===== config.mk =====
export PLATFORM = sky130hd
export DESIGN_NAME = mux41_rr_arbiter
export DESIGN_NICKNAME = d
export VERILOG_FILES = /design/src/rtl/mux41_rr_arbiter.sv
export SDC_FILE = /design/constraint.sdc
export NUM_CORES = 1
export LEC_CHECK = 0
export BUFFER_PORTS_ARGS = -buffer_cell sky130_fd_sc_hd__buf_2
export CAP_MARGIN = 40
export CORE_MARGIN = 5
export CORE_UTILIZATION = 51
export CTS_CLUSTER_SIZE = 30
export DETAILED_ROUTE_END_ITERATION = 10
export MAX_ROUTING_LAYER = met4
export PLACE_DENSITY = 0.76
export SLEW_MARGIN = 30
export SYNTH_ARGS = -nofsm -noshare
export SYNTH_HDL_FRONTEND = slang
export SYNTH_SLANG_ARGS = --single-unit

===== constraint.sdc =====
create_clock -name clk -period 1.75 [get_ports clk]
set_input_delay 0.175 -clock clk [delete_from_list [all_inputs] [get_ports clk]]
set_output_delay 0.175 -clock clk [all_outputs]
set_load 0.01 [all_outputs]

===== src/rtl/mux41_rr_arbiter.sv =====


module mux41_rr_arbiter #(
  parameter int MAX_HOLD = 8,
  parameter int HOLD_W   = 4
) (
  input  logic       clk,
  input  logic       rst,
  input  logic [3:0] req,
  input  logic [3:0] done,
  output logic       s0,
  output logic       s1,
  output logic [3:0] gnt,
  output logic       busy,
  output logic       timeout
);
  typedef enum logic {IDLE, BUSY} state_t;
  state_t            state_q, state_d;
  logic [3:0]        gnt_q, gnt_d;
  logic [1:0]        sel_q, sel_d, ptr_q, ptr_d, pick;
  logic [HOLD_W-1:0] cnt_q, cnt_d;
  logic              to_q, to_d, rel;
  always_comb begin
    pick = ptr_q;
    // descending scan so the slot nearest after ptr is the one left in pick
    for (int i = 4; i >= 1; i--)
      if (req[ptr_q + 2'(i)]) pick = ptr_q + 2'(i);
  end
  always_comb begin
    state_d = state_q;
    gnt_d   = gnt_q;
    sel_d   = sel_q;
    ptr_d   = ptr_q;
    cnt_d   = cnt_q;
    to_d    = 1'b0;
    rel     = 1'b0;
    if (state_q == IDLE) begin
      if (|req) begin
        state_d = BUSY;
        gnt_d   = 4'b0001 << pick;
        sel_d   = pick;
        ptr_d   = pick;
        cnt_d   = '0;
      end
    end else begin
      // sel_q is the owner index while BUSY
      rel  = done[sel_q] || !req[sel_q] || cnt_q == HOLD_W'(MAX_HOLD - 1);
      to_d = !(done[sel_q] || !req[sel_q]) && cnt_q == HOLD_W'(MAX_HOLD - 1);
      cnt_d = rel ? cnt_q : cnt_q + 1'b1;
      state_d = rel ? IDLE : BUSY;
      gnt_d   = rel ? 4'b0000 : gnt_q;
    end
  end
  always_ff @(posedge clk) begin
    if (rst) begin
      state_q <= IDLE;
      gnt_q   <= '0;
      sel_q   <= '0;
      ptr_q   <= 2'd3;
      cnt_q   <= '0;
      to_q    <= 1'b0;
    end else begin
      state_q <= state_d;
      gnt_q   <= gnt_d;
      sel_q   <= sel_d;
      ptr_q   <= ptr_d;
      cnt_q   <= cnt_d;
      to_q    <= to_d;
    end
  end
  assign s0      = sel_q[0];
  assign s1      = sel_q[1];
  assign gnt     = gnt_q;
  assign busy    = |gnt_q;
  assign timeout = to_q;
endmodule


# After elaboration in Yosys (flattened, before gate mapping)
# Cells that the tools add are included.
dict set report totals {
  register_bits 14
  input_bits 10
  output_inout_bits 8
  word_cells 53
}
dict set report classes {
  addsub 4
  magnitude_cmp 4
  eq_ne 3
  n_shift 1
  mux 22
  bitwise 1
  reduce_logical 12
}
# op count
set ops {}
lappend ops {{4-bit two-way mux} 6}
lappend ops {{2-bit by 3-bit less-than comparator with 1-bit output, second input constant} 4}
lappend ops {{1-bit binary-select mux with 2-bit select} 5}
lappend ops {{1-bit two-way mux} 8}
lappend ops {{4-bit OR reduction} 2}
lappend ops {{2-bit two-way mux} 3}
lappend ops {{2-bit AND reduction} 3}
lappend ops {{2-bit adder, second input constant} 2}
lappend ops {{4-bit by 1-bit adder with 4-bit output, second input constant} 1}
lappend ops {{4-bit by 3-bit equality test with 1-bit output, second input constant} 1}
lappend ops {{1-bit by 2-bit left shift with 4-bit output, first input constant} 1}
lappend ops {{2-bit by 1-bit adder with 2-bit output, second input constant} 1}
lappend ops {{1-bit zero test} 2}
lappend ops {{1-bit logical OR} 2}
lappend ops {{2-bit by 1-bit inequality test with 1-bit output, second input constant} 1}
lappend ops {{2-bit inequality test, second input constant} 1}
lappend ops {{2-bit nonzero test} 1}
lappend ops {{2-bit OR reduction} 1}
lappend ops {{1-bit logical AND} 1}
lappend ops {{1-bit inverter} 1}

# Depth between registers and ports, before layout
# Gate-level depths: netlist of the first run.
dict set report logic_depth {
  depth_word 9
  ltp_mapped 5
  ltp_nobuf 5
}

# Worst setup path after synthesis of the first run
# Ideal clock, no wire load.
dict set report synth_timing {
  kind {register -> register}
  start {register sel_q[0]}
  end {register cnt_q[0]}
  setup_time_ns 0.069
  arrival_time_ns 1.516
  required_ns 1.681
  setup_slack_ns 0.165
  path_stages_with_launch 4
  n_path_buf 0
  synth_period_minus_slack_ns 1.585
  cell_sequence {dfxtp_1 > mux4_2 > or4_1 > o21ai_1}
}
dict set report synth_via {
  elab_chain_len 7
  word_cells_on_any_way 9
  cone_classes {eq/ne: 1; mux: 4; reduce/logical: 4}
}
# item line
set synth_lines {}
lappend synth_lines {{start, declared} 20} ;# logic [1:0] sel_q, sel_d, ptr_q, ptr_d, pick;
lappend synth_lines {{start signal, assigned} 65} ;# sel_q <= sel_d;
lappend synth_lines {{1-bit binary-select mux with 2-bit select} 47} ;# rel = done[sel_q] || !req[sel_q] || cnt_q == HOLD_W'(MAX_HOLD - 1);
lappend synth_lines {{1-bit two-way mux (implied by the code)} 47}
lappend synth_lines {{1-bit zero test} 47}
lappend synth_lines {{1-bit logical OR * (2 in a row)} 47}
lappend synth_lines {{2-bit inequality test (no line) *} n/a}
lappend synth_lines {{2-bit AND reduction (no line) *} n/a}
lappend synth_lines {{end signal, assigned} 67} ;# cnt_q <= cnt_d;
lappend synth_lines {{end, declared} 21} ;# logic [HOLD_W-1:0] cnt_q, cnt_d;
# Every way passes the cells marked *; elsewhere a longest branch is shown, timed or not. The select of a mux whose other input is x is not followed.
# A chain may end at the register's enable or synchronous reset.

# Worst setup path in the final report of the first run
# Same ends and word-level chain as after synthesis.

==> impl_metrics.env, run 1 <==
export IMPL_syn_num_nets=99
export IMPL_async_flop_share_pct=0
export IMPL_cp_max_fo=4
export IMPL_port_buffers=17
export IMPL_p_comb_share_pct=22.7
export IMPL_die_area_sq_um=2389
export IMPL_fin_util_pct=61.48
export IMPL_yosysMostFrequentCell="dfxtp_1"
export IMPL_rsz0062_at_grt="no"
export IMPL_synth_largest_area_cell="dfxtp_1"
export IMPL_fin_total_pwr_mw=0.7794
export IMPL_grt_pass1_wl_um=2884
export IMPL_grt_pass1_vias=676
export IMPL_worstHoldPathType="input pin to flip-flop"
export IMPL_cts_root_buffer_cell="clkbuf_4"
export IMPL_fmax_mhz=615.8
export IMPL_cts_sinks=14
export IMPL_vias=739
export IMPL_cap_violations=0
export IMPL_post_route_period_util_pct=92.79
export IMPL_place_congestion=0.7620
export IMPL_postCtsSetupRepairBufs=0
export IMPL_hold_viol_final=0
export IMPL_synth_edf_count=0
export IMPL_drtAntennaViolNets=0
export IMPL_setup_ws_ns=0.1262
export IMPL_yosys_warnings=0
export IMPL_die_y_um=48.88
export IMPL_drc=0
export IMPL_cts_reportedPaths_clkPinSlew_ns=0.09
export IMPL_h_tree_depth=1
export IMPL_grt_ovfl_total=0
export IMPL_relSlewSlack_pct=67.34
export IMPL_dr_wl_met2_um=870
export IMPL_fin_crit_ns=1.624
export IMPL_peakVddDrop_mv=0.4505
export IMPL_setup_viol=0
export IMPL_synth_compound_area_share_pct=20.13
export IMPL_synth_top_cells_by_count="dfxtp_1, nor2b_1, nand2b_1"
export IMPL_tritoncts="yes"
export IMPL_cts_resized_gates=0
export IMPL_dp_cells=119
export IMPL_wl_um=1642
export IMPL_yosysTopAreaCellShare_pct=36.36
export IMPL_wl_per_cell_um=13.35
export IMPL_std_cell_rows=14
export IMPL_synth_area_leaders="dfxtp_1, nor2b_1, mux4_2, nand2b_1, o32ai_1"
export IMPL_cp_data_required_time_ns=1.97
export IMPL_initial_core_util_pct=52.38
export IMPL_drt_iter0_markers=8
export IMPL_path_class="flip-flop to flip-flop"
export IMPL_met1Wirelength_um=713
export IMPL_status="completed"
export IMPL_dpl_instance_area_sq_um=868.3
export IMPL_clock_path_buffers=2
export IMPL_power_density_nw_per_um2=861.6
export IMPL_synth_ff_type="dfxtp_1"
export IMPL_wl_met3_um=35
export IMPL_yosys_area_share_adder_pct=1.623
export IMPL_dp_slack_ns=0.1461
export IMPL_whs_ns=0.2157
export IMPL_num_nets_final=119
export IMPL_stdcell_count=123
export IMPL_clkPwrFrac_pct=29.7
export IMPL_grt_use_total_pct=15.55
export IMPL_grt_max_degree=14
export IMPL_synthMuxAreaShare_pct=7.143
export IMPL_topRoutingLayerUsed="met4"
export IMPL_layout_drive_gt1_share_pct=23.36
export IMPL_multi_input_area_sq_um=467.9
export IMPL_cp_arrival_ns=1.85
export IMPL_ys_ff_latch=14
export IMPL_leakage_nw=0.3731
export IMPL_die_w_um=48.88
export IMPL_power_frac_seq_pct=47.6
export IMPL_synth_area_sq_um=770.7
export IMPL_hpwl_um=1291
export IMPL_hold_buffers=0
export IMPL_seq_area_sq_um=280.3
export IMPL_fillers=140
export IMPL_clk_latency_ns=0.28
export IMPL_area_growth_pct=17.37
export IMPL_yosysSeqAreaShare_pct=36.36
export IMPL_avgSynthCellArea_sq_um=8.758
export IMPL_synth_distinct_cells=33
export IMPL_skew_ns=0.008782
export IMPL_tns_ns=0
export IMPL_tightest_slew_ns=0.4857
export IMPL_synth_xor_area_share_pct=0
export IMPL_power_switching_mw=0.2255
export IMPL_vias_per_cell=6.008
export IMPL_p_sw_share_pct=28.93
export IMPL_syn_inst=88
export IMPL_cp_start_kind="flip-flop"
export IMPL_core_sq_um=1471
export IMPL_ioPinCount=18
export IMPL_endpoint_kind="flip-flop"
export IMPL_firstDrtPassIters=4
export IMPL_cts_buffers=3
export IMPL_power_internal_mw=0.5539
export IMPL_finalInstanceArea_sq_um=904.6
export IMPL_synth_top_family_by_area="simple AND/OR/NAND/NOR gates"
export IMPL_yosys_area_share_simple_pct=31.82
export IMPL_num_antenna_cells=0
export IMPL_antenna_found_initial=0
export IMPL_slew_viol_final=0
-- cell type report --
type	count	area share (%)
Clock buffer	4	4.011
Sequential cell	14	30.98
Multi-Input combinational cell	68	51.73
Tap cell	16	2.213
Timing Repair Buffer	17	9.405
Inverter	4	1.660
-- worst paths after layout --
path,end,start,slack [ns],depth (start not counted)
max,cnt_q[0],sel_q[0],0.13,3
min reg2reg,gnt[0],gnt[0],0.49,2
max reg2reg,cnt_q[0],sel_q[0],0.13,3
min,sel_q[1],rst,0.22,2
-- flip-flops by register name, indices dropped and copies added (netlist names) --
name	flops
gnt	4
state_q	1
cnt_q	4
timeout	1
sel_q	2
ptr_q	2
-- cells by family after synthesis --
kind of cell / count (synthesis)
compound gates: 23
fa+ha+maj: 1
buf+inv: 6
flops: 14
mux: 3
simple gates: 41
-- metal layers --
layer  GRT usage [%]  vias up
met4           7.623        0
met1           17.45      353
li1                -      372
met5               -        -
met2           25.22       10
met3           4.281        4
-- worst max-delay path, cell delays in order (launching register included) --
cell and delay [ns]:
dfxtp_1 0.45, mux4_2 0.57, or4_1 0.47, o21ai_1 0.08
-- power groups by stage --
stage	Sequential, mW	Combinational [mW]	Clock [mW]
CTS	0.371	0.177	0.239
floorplan	0.375	0.120	0
finish	0.371	0.177	0.232
global route	0.376	0.197	0.256
detailed placement	0.379	0.176	0
global placement	0.376	0.175	0
-- cell usage in the layout, fill, tap and decap left out --
cell       netlist  layout
nor4b_1          1       1
clkbuf_8         0       1
nand2b_1         6       6
o31ai_1          1       1
nor3b_1          1       1
nor4_1           2       2
buf_2            0      17
o21ai_0          4       4
nand3b_1         1       1
nor2_1           5       5
nor2b_1          8       8
a21oi_1          5       5
or2_4            1       1
and2_1           2       2
or4_4            1       1
o32ai_1          4       4
nand3_1          2       2
o31a_1           1       1
inv_1            4       4
or2b_1           1       1
o211ai_1         2       2
o311ai_0         1       1
mux2i_1          1       1
nand2_1          5       5
and3b_1          1       1
or4_1            2       2
mux4_2           2       2
o21ai_1          2       2
a211oi_1         1       1
ha_1             1       1
clkbuf_4         0       3
a211o_1          1       1
o2111ai_1        1       1
nor3_1           2       2
dfxtp_1         14      14
(Power assumes the default switching activity.)
==> inputs of run 2 (changes only) <==
--- a/config.mk
+++ b/config.mk
@@ -8,11 +8,11 @@
 export BUFFER_PORTS_ARGS = -buffer_cell sky130_fd_sc_hd__buf_2
 export CAP_MARGIN = 40
 export CORE_MARGIN = 5
-export CORE_UTILIZATION = 51
+export CORE_UTILIZATION = 48
 export CTS_CLUSTER_SIZE = 30
 export DETAILED_ROUTE_END_ITERATION = 10
 export MAX_ROUTING_LAYER = met4
-export PLACE_DENSITY = 0.76
+export PLACE_DENSITY = 0.72
 export SLEW_MARGIN = 30
 export SYNTH_ARGS = -nofsm -noshare
 export SYNTH_HDL_FRONTEND = slang
==> impl_metrics.env, run 2 (synthesized netlist as in run 1, its figures left out) <==
export IMPL_power_frac_seq_pct=47.4
export IMPL_cp_arrival_ns=1.82
export IMPL_num_nets_final=119
export IMPL_dpl_instance_area_sq_um=868.3
export IMPL_cp_data_required_time_ns=1.97
export IMPL_drc=0
export IMPL_clkPwrFrac_pct=29.8
export IMPL_grt_busiest_layer="met2"
export IMPL_die_w_um=50.07
export IMPL_status="completed"
export IMPL_std_cell_rows=14
export IMPL_cpPeakStageDelay_ns=0.57
export IMPL_fmax_mhz=624.7
export IMPL_crit_slowest_cell="mux4_2"
export IMPL_cp_max_fo=4
export IMPL_cts_reportedPaths_clkPinSlew_ns=0.09
export IMPL_firstDrtPassIters=4
export IMPL_cts_sinks=14
export IMPL_relSlewSlack_pct=62.97
export IMPL_p_sw_share_pct=29.13
export IMPL_min_from="rst"
export IMPL_postCtsSetupRepairBufs=0
export IMPL_worstPathCellList="mux4_2 > or4_1 > o21ai_1"
export IMPL_cts_buffers=3
export IMPL_num_antenna_cells=0
export IMPL_vias=726
export IMPL_setup_viol=0
export IMPL_fin_crit_ns=1.601
export IMPL_finalInstanceArea_sq_um=904.6
export IMPL_reg2reg_from="sel_q[0]"
export IMPL_drt_iter0_markers=23
export IMPL_initial_core_util_pct=51.16
export IMPL_grt_ovfl_total=0
export IMPL_layout_common_cells="buf_2, dfxtp_1, nor2b_1"
export IMPL_vias_per_cell=5.902
export IMPL_worstHoldPathType="input pin to flip-flop"
export IMPL_r2r_slack_ns=0.15
export IMPL_rsz0062_at_grt="no"
export IMPL_layout_drive_gt1_share_pct=23.36
export IMPL_port_buffers=17
export IMPL_hold_buffers=0
export IMPL_grt_use_total_pct=14.99
export IMPL_ioPinCount=18
export IMPL_final_common_cell="buf_2"
export IMPL_die_area_sq_um=2507
export IMPL_path_class="flip-flop to flip-flop"
export IMPL_leakage_nw=0.3731
export IMPL_area_growth_pct=17.37
export IMPL_cp_startpoint="sel_q[0]"
export IMPL_clk_latency_ns=0.28
export IMPL_crit_end="cnt_q[0]"
export IMPL_tritoncts="yes"
export IMPL_post_route_period_util_pct=91.47
export IMPL_skew_ns=0.001784
export IMPL_cap_violations=0
export IMPL_slew_viol_final=0
export IMPL_core_sq_um=1506
export IMPL_met1_usage_pct=16.94
export IMPL_peakVddDrop_mv=0.4784
export IMPL_power_internal_mw=0.5540
export IMPL_drtAntennaViolNets=0
export IMPL_grt_pass1_vias=655
export IMPL_cp_start_kind="flip-flop"
export IMPL_place_congestion=0.7615
export IMPL_clock_path_buffers=2
export IMPL_wl_um=1696
export IMPL_tns_ns=0
export IMPL_cts_resized_gates=0
export IMPL_endpoint_kind="flip-flop"
export IMPL_h_tree_depth=1
export IMPL_cts_root_buffer_cell="clkbuf_4"
export IMPL_hpwl_um=1311
export IMPL_grt_max_degree=14
export IMPL_die_y_um=50.07
export IMPL_power_density_nw_per_um2=864.1
export IMPL_ff2ff_path_depth=3
export IMPL_met3_usage_pct=3.916
export IMPL_reg2reg_to="cnt_q[0]"
export IMPL_antenna_found_initial=0
export IMPL_tightest_slew_ns=0.5507
export IMPL_met2_usage_pct=23.85
export IMPL_grt_pass1_wl_um=2835
export IMPL_power_switching_mw=0.2277
export IMPL_wl_per_cell_um=13.79
export IMPL_p_comb_share_pct=22.7
export IMPL_hold_viol_final=0
[run 2: cell counts in the layout (fill, tap and decap cells not counted)]
Identical to the previous run, type by type.
[run 2: layout make-up]
class	instances	area (sq um)
timing repair buffer	17	85.08
tap	16	20.02
multi-input combinational	68	467.9
inverter	4	15.01
clock buffer	4	36.28
fill	124	601.8
sequential	14	280.3
[run 2: critical path: cells and delay by family, from the launching register on]
family          cells  cell delay [ns]
mux                 1             0.57
simple gates        1             0.47
flops               1             0.42
compound gates      1             0.08
[run 2: worst min path at each step]
| stage | to | cells past startpoint |
|---|---|---|
| 2_1_floorplan | ptr_q[0] | 2 |
| 3_3_place_gp | gnt[0] | 2 |
| 3_5_place_dp | gnt[0] | 2 |
| 4_1_cts | sel_q[1] | 2 |
| 5_1_grt | sel_q[1] | 2 |
| 6_report | cnt_q[1] | 2 |
[run 2: power by group through the flow]
stage	combinational [mW]	clock [mW]	sequential, mW
2_1_floorplan	0.120	0	0.375
3_3_place_gp	0.176	0	0.377
3_5_place_dp	0.177	0	0.378
4_1_cts	0.178	0.242	0.371
5_1_grt	0.195	0.266	0.375
6_report	0.178	0.233	0.371
[run 2: metal layers]
metal / routed length, um / part of all wire [%]
met2: 884 / 52
met5: 0 / 0
met3: 60 / 3.5
met1: 732 / 43
met4: 18 / 1.1
[run 2: metrics by stage]
step / hold slack, ns / instances / utilization (%) / worst slack [ns] / power (mW)
after global placement: 0.4627 / 119 / 57.64 / 0.1805 / 0.5525
after floorplan: 0.3476 / 88 / - / 0.1648 / 0.4953
after detailed placement: 0.4658 / 119 / 57.64 / 0.1444 / 0.5557
after global routing: 0.2142 / 123 / 60.05 / 0.05480 / 0.8356
after CTS: 0.2033 / 123 / 60.05 / 0.1313 / 0.7907
final: 0.2160 / 123 / 60.05 / 0.1493 / 0.7816
